### src/rtl/maze_game_ctrl.sv
// Game sequencer around maze_generator: restart, wait, then own the player.
// Ports: clk/rst, new_game, move_valid/move_dir, h_walls/v_walls, gen_busy in;
//        gen_rst, playing, player_row/col, move_ack, bump, win, level, moves out.
module maze_game_ctrl #(
  parameter int WIDTH    = 10,
  parameter int HEIGHT   = 15,
  parameter int MOVE_GAP = 4
) (
  input  logic                        clk,
  input  logic                        rst,
  input  logic                        new_game,
  input  logic                        move_valid,
  input  logic [1:0]                  move_dir,
  input  logic [WIDTH*(HEIGHT+1)-1:0] h_walls,
  input  logic [HEIGHT*(WIDTH+1)-1:0] v_walls,
  input  logic                        gen_busy,
  output logic                        gen_rst,
  output logic                        playing,
  output logic [3:0]                  player_row,
  output logic [3:0]                  player_col,
  output logic                        move_ack,
  output logic                        bump,
  output logic                        win,
  output logic [7:0]                  level,
  output logic [15:0]                 moves
);

  localparam int HW = WIDTH * (HEIGHT + 1);
  localparam int VW = HEIGHT * (WIDTH + 1);
  localparam int CW = (MOVE_GAP > 0) ? $clog2(MOVE_GAP + 1) : 1;
  localparam logic [CW-1:0] GAP = CW'(MOVE_GAP);
  localparam logic [3:0] EXIT_R = 4'(HEIGHT - 1);
  localparam logic [3:0] EXIT_C = 4'(WIDTH - 1);

  typedef enum logic [2:0] {
    S_GEN_RST,
    S_GEN_SETTLE,
    S_GEN_WAIT,
    S_PLAY,
    S_WIN
  } state_t;

  state_t          state;
  logic            rst_cnt;
  logic [CW-1:0]   cooldown;

  logic [HW-1:0]   hsh;
  logic [VW-1:0]   vsh;
  logic            blocked;
  logic [3:0]      nr;
  logic [3:0]      nc;

  // Wall lookup: shift the wall vector so the bit of interest lands at 0.
  // Border tests come first so a missing border bit never lets us leave.
  always_comb begin
    hsh     = '0;
    vsh     = '0;
    blocked = 1'b1;
    nr      = player_row;
    nc      = player_col;
    unique case (1'b1)
      (move_dir == 2'd0): begin
        hsh     = h_walls >> (int'(player_row) * WIDTH
                              + int'(player_col));
        blocked = (player_row == 4'd0) || hsh[0];
        nr      = player_row - 4'd1;
      end
      (move_dir == 2'd1): begin
        vsh     = v_walls >> (int'(player_row) * (WIDTH + 1)
                              + int'(player_col) + 1);
        blocked = (player_col == EXIT_C) || vsh[0];
        nc      = player_col + 4'd1;
      end
      (move_dir == 2'd2): begin
        hsh     = h_walls >> ((int'(player_row) + 1) * WIDTH
                              + int'(player_col));
        blocked = (player_row == EXIT_R) || hsh[0];
        nr      = player_row + 4'd1;
      end
      (move_dir == 2'd3): begin
        vsh     = v_walls >> (int'(player_row) * (WIDTH + 1)
                              + int'(player_col));
        blocked = (player_col == 4'd0) || vsh[0];
        nc      = player_col - 4'd1;
      end
      default: ;
    endcase
  end

  always_ff @(posedge clk or posedge rst) begin
    if (rst) begin
      state      <= S_GEN_RST;
      rst_cnt    <= 1'b0;
      cooldown   <= '0;
      gen_rst    <= 1'b1;
      playing    <= 1'b0;
      player_row <= 4'd0;
      player_col <= 4'd0;
      move_ack   <= 1'b0;
      bump       <= 1'b0;
      win        <= 1'b0;
      level      <= 8'd0;
      moves      <= 16'd0;
    end else begin
      move_ack <= 1'b0;
      bump     <= 1'b0;
      win      <= 1'b0;
      if (cooldown != '0)
        cooldown <= cooldown - CW'(1);
      if (new_game) begin
        state   <= S_GEN_RST;
        rst_cnt <= 1'b0;
        gen_rst <= 1'b1;
        playing <= 1'b0;
        level   <= 8'd0;
      end else begin
        case (state)
          S_GEN_RST: begin
            if (rst_cnt) begin
              state   <= S_GEN_SETTLE;
              rst_cnt <= 1'b0;
              gen_rst <= 1'b0;
            end else begin
              rst_cnt <= 1'b1;
            end
          end
          S_GEN_SETTLE: state <= S_GEN_WAIT;
          S_GEN_WAIT: begin
            if (!gen_busy) begin
              state      <= S_PLAY;
              playing    <= 1'b1;
              player_row <= 4'd0;
              player_col <= 4'd0;
              moves      <= 16'd0;
              cooldown   <= '0;
            end
          end
          S_PLAY: begin
            if (move_valid && cooldown == '0) begin
              cooldown <= GAP;
              if (blocked) begin
                bump <= 1'b1;
              end else begin
                move_ack   <= 1'b1;
                player_row <= nr;
                player_col <= nc;
                if (moves != 16'hFFFF)
                  moves <= moves + 16'd1;
                if (nr == EXIT_R && nc == EXIT_C) begin
                  state   <= S_WIN;
                  win     <= 1'b1;
                  playing <= 1'b0;
                  if (level != 8'hFF)
                    level <= level + 8'd1;
                end
              end
            end
          end
          S_WIN: begin
            state   <= S_GEN_RST;
            rst_cnt <= 1'b0;
            gen_rst <= 1'b1;
          end
          default: begin
            state   <= S_GEN_RST;
            rst_cnt <= 1'b0;
            gen_rst <= 1'b1;
          end
        endcase
      end
    end
  end

endmodule

### config.mk
export PLATFORM = sky130hd
export DESIGN_NAME = maze_game_ctrl
export DESIGN_NICKNAME = d
export VERILOG_FILES = /design/src/rtl/maze_game_ctrl.sv
export SDC_FILE = /design/constraint.sdc
export NUM_CORES = 1
export LEC_CHECK = 0
export BUFFER_PORTS_ARGS = -buffer_cell sky130_fd_sc_hd__buf_2
export CAP_MARGIN = 20
export CORE_ASPECT_RATIO = 1.2
export CORE_MARGIN = 2
export CORE_UTILIZATION = 25
export CTS_CLUSTER_DIAMETER = 120
export DETAILED_ROUTE_END_ITERATION = 12
export GPL_ROUTABILITY_DRIVEN = 0
export PLACE_DENSITY_LB_ADDON = 0.08
export REMOVE_ABC_BUFFERS = 1
export SYNTH_ARGS = -nofsm -noshare
export SYNTH_HDL_FRONTEND = slang
export SYNTH_SLANG_ARGS = --single-unit
### constraint.sdc
create_clock -name clk -period 4.8 [get_ports clk]
set_input_delay 0.72 -clock clk [delete_from_list [all_inputs] [get_ports clk]]
set_output_delay 0.72 -clock clk [all_outputs]
set_load 0.02 [all_outputs]
==> flow_summary.ini, run 1 <==
[outcome]
status = complete, no violations

[logic_synthesis]
synth_top_area_cell = mux4_2
synth.top_cells.by_count = 177 x mux4_2, 53 x mux2i_1, 45 x nand2_1, 45 x nor2_1, 43 x dfrtp_1
synth_top_area_share_pct = 42.1
syn_area_sq_mm = 0.00947
yosys.cell_count.top_type = mux4_2
syn-instance-count = 850
synth_cell_types = 72
yosys_warnings = 0
avgSynthCellArea_sq_um = 11.1
synth-main-ff-cell = dfrtp_1
synth.top_cells.by_area = mux4_2 42%, dfrtp_1 11%, mux2i_1 5.6%, ha_1 5.3%, nand3_1 2.2%
synth_edf_count = 0
synth-seq-cells = 44
synthArstFlopShare_pct = 100
synth.yosys.seq_area_share_pct = 11.6

[clock_network]
clkSlewWorstSetupHoldPaths_ps = 70
cts_sinks = 44
cts_tree = yes
cts_buffers = 5
htree_levels = 2
clock_path_buffers = 2
root_buffer = clkbuf_16
clock_latency_ps = 290
cts.hold.buffers_added = 0

[flow_run]
drv_cap = 0

[route]
vias = 9311
wl_per_cell_um = 20.6
ant_nets = 0
via_per_inst = 5.28
drtIter0Drc = 339
firstDrtPassIters = 4
routed_wl_um = 36300
drc = 0

[cells_and_area]
fin_nets = 1656
register_area_sq_mm = 0.00111
multi_input_area_sq_mm = 0.00842
fillers = 3792
syn_to_final_growth_pct = 42.8
layout-drive-gt1-share_pct = 60.2

[global_routing]
grt_pass1_vias = 9824
antenna_found_initial = 7
grt_pass1_wl_um = 55000
track_usage_pct = 17.8
grt.overflow.total = 0
grt_start_max_net_pins = 67

[floorplanning]
dieHeight_um = 217
core_region_area_sq_mm = 0.0376
fp.dieArea_sq_mm = 0.0394
row_count = 78
die_w_um = 182
io_pins = 369
initial_core_util_pct = 25.2

[sta]
fmax_mhz = 211
slew_viol_final = 0
slew_headroom_pct = 40.5
finalSetupViolCount = 0
worst_clock_skew_ps = 5.14
final.setup.worst_slack_ps = 50.2
tightest_slew_ps = 881
hold_viol_final = 0
rsz0062_at_grt = true
period_minus_slack_ps = 4750
min_period_over_period_pct = 99.0

[place]
post-place-ws_ps = -138
dpl.hpwl_um = 29600
portBuffers = 368

[worst_setup_path]
cp_max_fo = 28
arrival_ps = 4970
worstSetupEndpointType = flip-flop
start_kind = flip-flop
path_class = reg -> reg
cp_data_required_time_ps = 5020

[min_path]
hold_path.class = reg -> reg
worst max-delay path, stage by stage (launching register included):
cell	delay [ps]
dfrtp_1	420
buf_6	140
ha_4	250
inv_2	30
fa_1	510
inv_2	50
fa_2	560
buf_12	130
xor2_4	250
buf_8	220
mux2i_2	290
mux2i_4	110
mux2i_2	180
mux2i_1	110
mux2i_1	200
o311a_1	250
a21oi_4	100
buf_12	190
or4_4	500
a21oi_1	140
metrics by stage:
| stage | utilization (%) | TNS (ps) | hold WS (ps) | cell area [sq um] | cells |
|---|---|---|---|---|---|
| floorplan | - | -213130 | 460 | 9100 | 781 |
| global placement | 33.4 | -1620 | 525 | 12600 | 1728 |
| detailed placement | 33.4 | -1450 | 531 | 12600 | 1728 |
| CTS | 34.2 | -22.6 | 533 | 12800 | 1738 |
| global route | 36.0 | -1350 | 591 | 13500 | 1762 |
| finish | 36.0 | 0 | 533 | 13500 | 1762 |
registers in the layout, indices dropped and copies added, names as in the netlist, 3 cells and up:
register,cells
state,3
player_col,4
level,8
moves,16
cooldown,3
player_row,4
layer usage:
layer / track usage [%] / up-vias / routed length (um)
met5: 0 / - / 13
met3: 1.91 / 32 / 1580
met1: 21.9 / 4631 / 14800
met2: 33.4 / 292 / 19300
li1: - / 4354 / -
met4: 3.44 / 2 / 534
cell usage in the layout (no fill, tap or decap), types with 8 or more instances in the layout:
cell type	instances
mux2i_1	43
nand4_1	10
nand2b_1	12
o21ai_0	18
or3_1	9
xor2_1	8
nand3_1	40
or4_4	11
a31oi_1	9
nor2_1	44
buf_4	84
buf_6	11
inv_1	25
mux2i_2	8
nor3_1	14
ha_4	9
a21oi_1	24
nand2_1	41
ha_1	29
buf_2	368
buf_12	17
nor2b_1	11
xnor2_1	16
o22ai_1	9
mux4_2	177
mux2_2	9
clkbuf_16	9
dfrtp_1	41
and3_1	13
path summary, 6_finish.rpt:
path | to | slack, ps | start | cells past startpoint
max | moves[8] | 50 | player_row[2] | 19
min | rst_cnt | 530 | state[2] | 1
max reg2reg | moves[8] | 50 | player_row[2] | 19
min reg2reg | rst_cnt | 530 | state[2] | 1
max in group asynchronous | player_col[0] | 3750 | rst | 3
min in group asynchronous | cooldown[2] | 590 | rst | 3
cells by family after synthesis:
kind of cell	after synthesis	share of synthesized area [%]
AO/OA/AOI/OAI	138	10.0
XOR/XNOR	33	3.40
adder cells (fa/ha/maj)	49	7.19
buffers and inverters	99	5.05
flip-flops	44	11.6
multiplexers	243	49.3
AND/OR/NAND/NOR	244	13.4
layout make-up:
class                      instances  share of cell area (%)
antenna                            6                   0.111
tap                              480                    4.44
timing repair buffer             487                    22.9
clock inverter                     2                   0.259
inverter                          30                   0.833
sequential                        44                    8.19
multi-input combinational        707                    62.3
clock buffer                       6                   0.954
what timing repair did:
| item | in CTS | in global routing |
|---|---|---|
| cloned | 1 | 4 |
| resized for setup | 15 | 91 |
| pin swaps | 3 | 27 |
| setup endpoints to repair | 32 | 38 |
| setup buffers | 1 | 16 |
Power of run 1 is left out: the tool's default activity adds up to more than one toggle a clock period on the data nets, which glitch-free logic cannot reach.
==> run 2, diff against run 1 <==
--- a/config.mk
+++ b/config.mk
@@ -5,7 +5,7 @@
 export SDC_FILE = /design/constraint.sdc
 export NUM_CORES = 1
 export LEC_CHECK = 0
-export BUFFER_PORTS_ARGS = -buffer_cell sky130_fd_sc_hd__buf_2
+export BUFFER_PORTS_ARGS = -buffer_cell sky130_fd_sc_hd__clkbuf_2
 export CAP_MARGIN = 20
 export CORE_ASPECT_RATIO = 1.2
 export CORE_MARGIN = 2
==> run 2 against run 1 <==
Against the previous run: flip-flop and latch count is the same; first-iteration DRC count is 20% higher; worst setup slack better by 40 ps; register-to-register slack better by 40 ps; highest routed layer is now met4; critical endpoint is now level[2]; final cell count fell by 0.57%; clock skew increased by 2.1 ps; non-clock buffer count down 4; core utilization decreased by 0.58 points.
==> flow_summary.ini, run 2 (synthesis gave the netlist of run 1 again) <==
[outcome]
status = complete, no violations

[clock_network]
cts_sinks = 44
clock_latency_ps = 290
cts_buffers = 5
clkSlewWorstSetupHoldPaths_ps = 70
cts_tree = yes
root_buffer = clkbuf_16
clock_path_buffers = 2
htree_levels = 2

[sta]
slew_headroom_pct = 37.6
worst_clock_skew_ps = 7.25
rsz0062_at_grt = true
slew_viol_final = 0
finalSetupViolCount = 0
period_minus_slack_ps = 4710
fmax_mhz = 212
tightest_slew_ps = 925
min_period_over_period_pct = 98.1
hold_viol_final = 0

[min_path]
hold_depth = 1
hp-start = state[2]
min_delay_worst_endpoint = rst_cnt
hold_path.class = reg -> reg

[worst_setup_path]
cp_data_required_time_ps = 5020
arrival_ps = 4930
regToRegSetupSlack_ps = 90
slowest_delay_ps = 570
r2r-start = player_row[1]
path_buf_inv = 7
ff2ff_path_depth = 20
critPathTopFamily = adder cells
path_class = reg -> reg
crit_chain = ha_4 > inv_2 > fa_1 > inv_2 > fa_2 > buf_6 > xor2_4 > buf_6 > clkbuf_16 > mux2i_1 > mux2i_1 > mux2i_1 > mux2i_1 > mux2i_1 > o311a_1 > a21oi_4 > buf_12 > clkbuf_16 > or4_1 > a21oi_1
timing.rr.end = level[2]
crit_slowest_cell = fa_2
crit_cells = 20
start_kind = flip-flop
worstSetupEndpointType = flip-flop
cpMostUsedCell = mux2i_1
cp_max_fo = 11

[floorplanning]
core_region_area_sq_mm = 0.0376
die_w_um = 182
fp.dieArea_sq_mm = 0.0394
io_pins = 369
row_count = 78
dieHeight_um = 217
initial_core_util_pct = 25.2

[global_routing]
grt.overflow.total = 0
antenna_found_initial = 0
grt_pass1_vias = 9702
track_usage_pct = 17.4
grt_pass1_wl_um = 54400
grt_start_max_net_pins = 60

[place]
portBuffers = 368
dpl.hpwl_um = 29300
dp.cells = 1730

[cells_and_area]
layout_common_cells = 368 x clkbuf_2, 177 x mux4_2, 86 x buf_4
antenna_cells = 0
layout-drive-gt1-share_pct = 58.6
largest_register_ffs = 16
fin_nets = 1652
top_register = moves
syn_to_final_growth_pct = 40.5
layout_commonest_cell = clkbuf_2
final_cells = 1752
top_regs = moves: 16 flops, level: 8 flops
fillers = 3791

[flow_run]
drv_cap = 0

[route]
vias = 9363
drtIter0Drc = 407
via_per_inst = 5.34
routed_wl_um = 35600
wl_per_cell_um = 20.3
drc = 0
ant_nets = 0
firstDrtPassIters = 5
==> run 2: repair_timing <==
item / in CTS / in global routing
hold endpoints to repair: 0 / 0
setup endpoints to repair: 34 / 36
hold buffers: 0 / 0
cloned: 0 / 4
gates resized for setup: 12 / 59
pin swaps: 2 / 28
setup buffers: 0 / 10
==> run 2: worst reg2reg max path, delay by kind of cell (launching register included) <==
kind / cells / cell delay [ps]
compound gates: 3 / 420
xor+xnor: 1 / 200
fa+ha+maj: 3 / 1370
buf+inv: 7 / 810
flops: 1 / 480
mux: 5 / 890
simple gates: 1 / 460
==> run 2: worst max-delay path by stage <==
stage	from	endpoint	slack, ps
final	player_row[1]	level[2]	90
after global routing	player_row[1]	level[2]	-40
after CTS	player_row[0]	level[5]	5
after detailed placement	player_row[0]	level[6]	-140
after global placement	player_row[0]	level[5]	-60
after floorplan	player_col[0]	level[5]	-5630
==> run 2: layout make-up <==
class | count | area [sq um] | share of cell area, %
timing repair buffer | 483 | 3020 | 22.7
clock inverter | 2 | 10.0 | 0.0753
clock buffer | 6 | 139 | 1.04
inverter | 30 | 113 | 0.847
multi-input combinational | 707 | 8310 | 62.5
tap | 480 | 601 | 4.52
sequential | 44 | 1110 | 8.34
==> run 2: routing by layer <==
metal	vias up	global-route usage (%)	part of all wire (%)
met5	-	0	0
met4	0	3.69	1.7
met3	33	1.84	4.9
met2	323	31.9	53
met1	4660	22.0	41
li1	4347	-	-
==> run 2: stage by stage <==
stage / TNS (ps) / hold WS, ps / utilization (%) / setup WS, ps / area (sq um)
after floorplan: -213130 / 460 / - / -5630 / 9100
after global placement: -407 / 521 / 33.4 / -56.4 / 12600
after detailed placement: -2220 / 532 / 33.4 / -139 / 12600
after CTS: 0 / 534 / 34.0 / 5.29 / 12800
after global routing: -353 / 573 / 35.4 / -44.2 / 13300
final: 0 / 544 / 35.4 / 89.9 / 13300
Power of run 2 is left out for the same reason.
